==> src/rtl/bla32_sub_pipe.sv <==
// Two-stage pipelined borrow-lookahead subtractor, D = A - B - Bin, with valid/ready on both sides.
// Stage 1 resolves the low LO_W bits; stage 2 finishes the high bits from the registered borrow.

module bla32_sub_blk #(
   parameter int N = 16
) (
   input  logic [N-1:0] a,
   input  logic [N-1:0] b,
   input  logic         bin,
   output logic [N-1:0] diff,
   output logic         bout
);
   logic [N-1:0] g, p;
   logic [N:0]   brw;

   assign g = ~a & b;
   assign p = ~(a ^ b);

   // Flat sum-of-products borrow into bit n: bin killed or propagated through p[n-1:0],
   // or generated at bit j and propagated through p[n-1:j+1].
   function automatic logic lookahead(input logic [N-1:0] gv, input logic [N-1:0] pv,
                                      input logic bi, input int n);
      logic t, r;
      t = bi;
      for (int k = 0; k < n; k++) t = t & pv[k];
      r = t;
      for (int j = 0; j < n; j++) begin
         t = gv[j];
         for (int k = j + 1; k < n; k++) t = t & pv[k];
         r = r | t;
      end
      return r;
   endfunction

   for (genvar i = 0; i <= N; i++) begin : g_brw
      assign brw[i] = lookahead(g, p, bin, i);
   end

   assign diff = a ^ b ^ brw[N-1:0];
   assign bout = brw[N];
endmodule

module bla32_sub_pipe #(
   parameter int WIDTH = 32,
   parameter int LO_W  = 16
) (
   input  logic             clk,
   input  logic             rst_n,
   input  logic             in_valid,
   output logic             in_ready,
   input  logic [WIDTH-1:0] A,
   input  logic [WIDTH-1:0] B,
   input  logic             Bin,
   output logic             out_valid,
   input  logic             out_ready,
   output logic [WIDTH-1:0] Diff,
   output logic             Bout,
   output logic             Ovf,
   output logic             Zero
);
   localparam int HI_W = WIDTH - LO_W;

   logic            s1_valid, s2_valid, s2_adv, acc;
   logic [LO_W-1:0] lo_diff, s1_dlo;
   logic            lo_bout, s1_b;
   logic [HI_W-1:0] s1_ahi, s1_bhi, hi_diff;
   logic            s1_amsb, s1_bmsb, hi_bout, ovf_c;
   logic [WIDTH-1:0] full;

   assign s2_adv    = s1_valid & (~s2_valid | out_ready);
   assign in_ready  = ~s1_valid | s2_adv;
   assign acc       = in_valid & in_ready;
   assign out_valid = s2_valid;

   bla32_sub_blk #(.N(LO_W)) u_lo (
      .a(A[LO_W-1:0]), .b(B[LO_W-1:0]), .bin(Bin), .diff(lo_diff), .bout(lo_bout)
   );

   always_ff @(posedge clk or negedge rst_n) begin
      if (!rst_n) begin
         s1_valid <= 1'b0;
         s1_dlo   <= '0;
         s1_b     <= 1'b0;
         s1_ahi   <= '0;
         s1_bhi   <= '0;
         s1_amsb  <= 1'b0;
         s1_bmsb  <= 1'b0;
      end else begin
         s1_valid <= acc | (s1_valid & ~s2_adv);
         if (acc) begin
            s1_dlo  <= lo_diff;
            s1_b    <= lo_bout;
            s1_ahi  <= A[WIDTH-1:LO_W];
            s1_bhi  <= B[WIDTH-1:LO_W];
            s1_amsb <= A[WIDTH-1];
            s1_bmsb <= B[WIDTH-1];
         end
      end
   end

   bla32_sub_blk #(.N(HI_W)) u_hi (
      .a(s1_ahi), .b(s1_bhi), .bin(s1_b), .diff(hi_diff), .bout(hi_bout)
   );

   assign full  = {hi_diff, s1_dlo};
   assign ovf_c = (s1_amsb != s1_bmsb) & (full[WIDTH-1] != s1_amsb);

   // Output regs only load on s2_adv, so a stalled result holds steady.
   always_ff @(posedge clk or negedge rst_n) begin
      if (!rst_n) begin
         s2_valid <= 1'b0;
         Diff     <= '0;
         Bout     <= 1'b0;
         Ovf      <= 1'b0;
         Zero     <= 1'b0;
      end else begin
         s2_valid <= s2_adv | (s2_valid & ~out_ready);
         if (s2_adv) begin
            Diff <= full;
            Bout <= hi_bout;
            Ovf  <= ovf_c;
            Zero <= ~|full;
         end
      end
   end
endmodule

==> config.mk <==
export PLATFORM = sky130hd
export DESIGN_NAME = bla32_sub_pipe
export DESIGN_NICKNAME = d
export VERILOG_FILES = /design/src/rtl/bla32_sub_pipe.sv
export SDC_FILE = /design/constraint.sdc
export NUM_CORES = 1
export LEC_CHECK = 0
export ABC_AREA = 1
export CAP_MARGIN = 20
export CORE_AREA = 2 2 97 99
export DETAILED_ROUTE_END_ITERATION = 10
export DIE_AREA = 0 0 99 101
export HOLD_SLACK_MARGIN = 0.08
export PLACE_DENSITY = 0.85
export SETUP_SLACK_MARGIN = 0.1
export SLEW_MARGIN = 5
export SYNTH_ARGS = -nofsm -noshare
export SYNTH_HDL_FRONTEND = slang
export SYNTH_SLANG_ARGS = --single-unit
==> constraint.sdc <==
create_clock -name clk -period 4.2 [get_ports clk]
set_input_delay 0.84 -clock clk [delete_from_list [all_inputs] [get_ports clk]]
set_output_delay 0.84 -clock clk [all_outputs]
set_load 0.01 [all_outputs]
==> insert_results.sql <==
INSERT INTO impl_metrics (metric_group, metric, value, unit) VALUES
('routing', 'via_per_instance_ratio', '5.28', ''),
('final_layout', 'drive_gt1_frac', '0.0581', ''),
('run', 'drv.max_cap_violation_count', '0', ''),
('clock_tree', 'tritoncts', 'built', ''),
('clock_tree', 'total_clock_buffers_created_by_cts', '9', ''),
('sta', 'achievable-frequency', '347', 'MHz'),
('floorplan', 'floorplan.core_area', '8980', 'um2'),
('global_routing', 'antenna_found_initial', '0', ''),
('placement', 'place_ws', '0.973', 'ns'),
('clock_tree', 'ctsRootBufferMaster', 'sky130_fd_sc_hd__clkbuf_8', ''),
('floorplan', 'die_w', '99', 'um'),
('sta', 'report.final.slew_viol_count', '0', ''),
('setup_path', 'critical_path_arrival', '3.12', 'ns'),
('global_routing', 'grt_start_max_net_pins', '87', ''),
('floorplan', 'ios', '106', ''),
('global_routing', 'grt_pass1_wl', '19100', 'um'),
('setup_path', 'req_time_crit_path', '4.43', 'ns'),
('setup_path', 'setup.reg_to_reg.worst_slack', '1.75', 'ns'),
('power', 'power_density', '444', 'nW/um2'),
('clock_tree', 'insertion_delay', '0.35', 'ns'),
('setup_path', 'cp-end-kind', 'flop', ''),
('routing', 'drt_pre_antenna_iters', '5', ''),
('synth', 'synth-seq-area-share', '0.444', ''),
('sta', 'post-route-period-util', '0.687', ''),
('routing', 'postRouteWirelength', '11800', 'um'),
('clock_tree', 'post-cts-setup-buffer-count', '0', ''),
('synth', 'post_synthesis_average_cell_area', '7.86', 'um2'),
('floorplan', 'initial_core_util', '0.540', ''),
('routing', 'route.antenna.remaining_nets', '0', ''),
('global_routing', 'overflow', '0', ''),
('final_layout', 'num_antenna_cells', '0', ''),
('final_layout', 'flow.area_growth_from_synthesis', '27.8', '%'),
('synth', 'yosys_register_bits', '86', ''),
('global_routing', 'grt_pass1_vias', '4320', ''),
('final_layout', 'final_net_count', '825', ''),
('sta', 'fin_ws', '1.31', 'ns'),
('sta', 'fin_setup_tns', '0', 'ns'),
('routing', 'drc_errors', '0', ''),
('run_status', 'status', 'completed', ''),
('sta', 'slew_headroom', '0.449', ''),
('sta', 'rsz_0062_raised_after_global_routing', 'no', ''),
('sta', 'hold_viol', '0', ''),
('sta', 'setup_violations', '0', ''),
('clock_tree', 'postCtsHoldBufs', '0', ''),
('synth', 'synth_warnings', '0', ''),
('routing', 'avgRoutedWirePerCell', '14.2', 'um'),
('clock_tree', 'cts.clk_slew.worst_paths', '0.09', 'ns'),
('hold_path', 'hold_class', 'in2async', ''),
('routing', 'vias', '4404', ''),
('sta', 'max_slew.worst_pin.slew', '0.825', 'ns'),
('power', 'vdd_ir_drop_max', '0.285', 'mV'),
('synth', 'postSynthNetCount', '722', ''),
('floorplan', 'number_of_cell_rows', '35', ''),
('setup_path', 'setup.worst_path.class', 'in2reg', ''),
('routing', 'drt_first_iter_violations', '256', ''),
('global_routing', 'global_route.usage.total', '0.238', ''),
('placement', 'dpl_wire_length', '8900', 'um'),
('placement', 'finalWeightedCongestion', '0.906', ''),
('floorplan', 'die_height', '101', 'um'),
('power', 'static_leakage_power', '3.15', 'nW'),
('power', 'total_power', '2.75', 'mW'),
('setup_path', 'critPathLaunchType', 'input port', ''),
('synth', 'ys_types', '37', ''),
('placement', 'dp_area', '6000', 'um2'),
('floorplan', 'die_outline_area', '10000', 'um2'),
('clock_tree', 'cts_buffer_depth', '2', ''),
('sta', 'final_period_minus_worst_setup_slack', '2.89', 'ns'),
('sta', 'fin_worst_hold_slack', '0.431', 'ns'),
('sta', 'clock-skew-final', '0.0137', 'ns'),
('setup_path', 'crit_path_max_fanout', '4', ''),
('synth', 'synth_cells', '617', ''),
('clock_tree', 'cts.htree.levels', '3', ''),
('final_layout', 'post-route-cell-area', '6200', 'um2'),
('clock_tree', 'cts_sinks', '86', ''),
('placement', 'io_buffer_count', '105', ''),
('clock_tree', 'cts-resized-gates', '0', ''),
('synth', 'post_synth_instance_area', '4850', 'um2');
[cell usage after synthesis, drive strengths merged]
cell type / count / area share
a21o: 1 / 0.0015
a21oi: 15 / 0.015
dfrtp: 86 / 0.44
nand3: 30 / 0.033
inv: 93 / 0.072
nand4: 17 / 0.023
xor2: 5 / 0.011
or2: 3 / 0.0039
nor4: 1 / 0.0044
nor2: 40 / 0.032
xnor2: 6 / 0.011
o21ai: 51 / 0.053
nand2: 191 / 0.15
nor3: 6 / 0.0072
a31oi: 9 / 0.012
clkbuf: 13 / 0.010
a32oi: 1 / 0.0018
nand3b: 4 / 0.0070
fa: 2 / 0.0083
clkinv: 1 / 0.00077
or3: 1 / 0.0013
buf: 4 / 0.0031
a211oi: 1 / 0.0015
ha: 34 / 0.088
o22a: 1 / 0.0018
a2111oi: 1 / 0.0021
[power breakdown]
part,switching (mW),total (mW),internal (mW),leakage [nW]
logic,0.578,1.07,0.494,2.03
registers,0.120,1.13,1.01,1.04
clock network,0.285,0.550,0.265,0.0907
total,0.983,2.75,1.77,3.15
[per-stage QoR]
| stage | utilization | std cells |
|---|---|---|
| 6_report | 0.691 | 834 |
| 5_1_grt | 0.691 | 834 |
| 4_1_cts | 0.688 | 833 |
| 3_5_place_dp | 0.668 | 819 |
| 3_3_place_gp | 0.668 | 819 |
| 2_1_floorplan | - | 617 |
[kinds of logic (layout without fill, tap and decap cells)]
family	count (synthesis)	count (layout)	share of synthesized area
XOR/XNOR	11	11	0.0214
AO/OA/AOI/OAI	80	80	0.0892
flip-flops	86	86	0.444
AND/OR/NAND/NOR	293	293	0.264
buffers and inverters	111	217	0.0859
adder cells (fa/ha/maj)	36	36	0.0960
[placed cells by master, fill, tap and decap left out, types with 3 or more instances in the layout]
master / count
sky130_fd_sc_hd__a21oi_1: 15
sky130_fd_sc_hd__inv_1: 91
sky130_fd_sc_hd__nor2_2: 3
sky130_fd_sc_hd__a31oi_1: 9
sky130_fd_sc_hd__nand3_1: 28
sky130_fd_sc_hd__dfrtp_1: 86
sky130_fd_sc_hd__inv_2: 3
sky130_fd_sc_hd__buf_4: 4
sky130_fd_sc_hd__clkdlybuf4s50_1: 104
sky130_fd_sc_hd__nand4_1: 16
sky130_fd_sc_hd__xor2_1: 4
sky130_fd_sc_hd__o21ai_1: 3
sky130_fd_sc_hd__xnor2_1: 6
sky130_fd_sc_hd__o21ai_0: 47
sky130_fd_sc_hd__clkinv_2: 3
sky130_fd_sc_hd__nand2_2: 7
sky130_fd_sc_hd__ha_1: 34
sky130_fd_sc_hd__clkbuf_8: 9
sky130_fd_sc_hd__nand2_1: 184
sky130_fd_sc_hd__nor2_1: 37
sky130_fd_sc_hd__nor3_1: 5
sky130_fd_sc_hd__nand3b_1: 3
[registers in the layout, indices dropped and copies added, names as in the netlist]
signal / cells
Bout: 1
Diff: 32
Ovf: 1
Zero: 1
out_valid: 1
s1_ahi: 16
s1_b: 1
s1_bhi: 16
s1_dlo: 16
s1_valid: 1
[final timing paths]
path                               to  startpoint  depth (start not counted)
setup / recovery           s1_dlo[13]        A[0]                         18
setup reg to reg                 Zero   s1_ahi[0]                         17
hold reg to reg            s1_dlo[15]  s1_dlo[15]                          2
hold / removal             s1_bhi[13]       rst_n                          1
max in group asynchronous   s1_dlo[6]       rst_n                          2
min in group clk           s1_dlo[15]  s1_dlo[15]                          2
[layer usage]
metal | global-route usage | routed length (um) | vias to the layer above | part of all wire
met5 | 0 | 0 | - | 0
met4 | 0.0843 | 276 | 0 | 0.023
met3 | 0.0264 | 570 | 26 | 0.048
met2 | 0.432 | 6080 | 140 | 0.51
met1 | 0.293 | 4890 | 2072 | 0.41
li1 | - | - | 2166 | -
[final cells by class]
class	count	area, um2
inverters	94	353
clock inverters	5	52.6
repair buffers	109	1100
multi-input cells	420	2280
well taps	111	139
fillers	726	2780
flip-flops and latches	86	2150
clock buffers	9	124
[worst max-delay path, stage by stage]
cell and delay (ns):
sky130_fd_sc_hd__clkdlybuf4s50_1 0.51, sky130_fd_sc_hd__inv_1 0.06, sky130_fd_sc_hd__ha_1 0.29, sky130_fd_sc_hd__ha_1 0.18
sky130_fd_sc_hd__nand2_1 0.07, sky130_fd_sc_hd__nor2_1 0.05, sky130_fd_sc_hd__nand4_1 0.08, sky130_fd_sc_hd__nand2_1 0.07
sky130_fd_sc_hd__nor2_1 0.08, sky130_fd_sc_hd__nand4_1 0.13, sky130_fd_sc_hd__nand4_1 0.18, sky130_fd_sc_hd__nand2_1 0.07
sky130_fd_sc_hd__nand2_1 0.10, sky130_fd_sc_hd__nand2_1 0.06, sky130_fd_sc_hd__nand2_1 0.10, sky130_fd_sc_hd__nand3_1 0.09
sky130_fd_sc_hd__nand3_1 0.09, sky130_fd_sc_hd__nand2_1 0.07
Note: power is estimated with default switching activity, not from simulation.
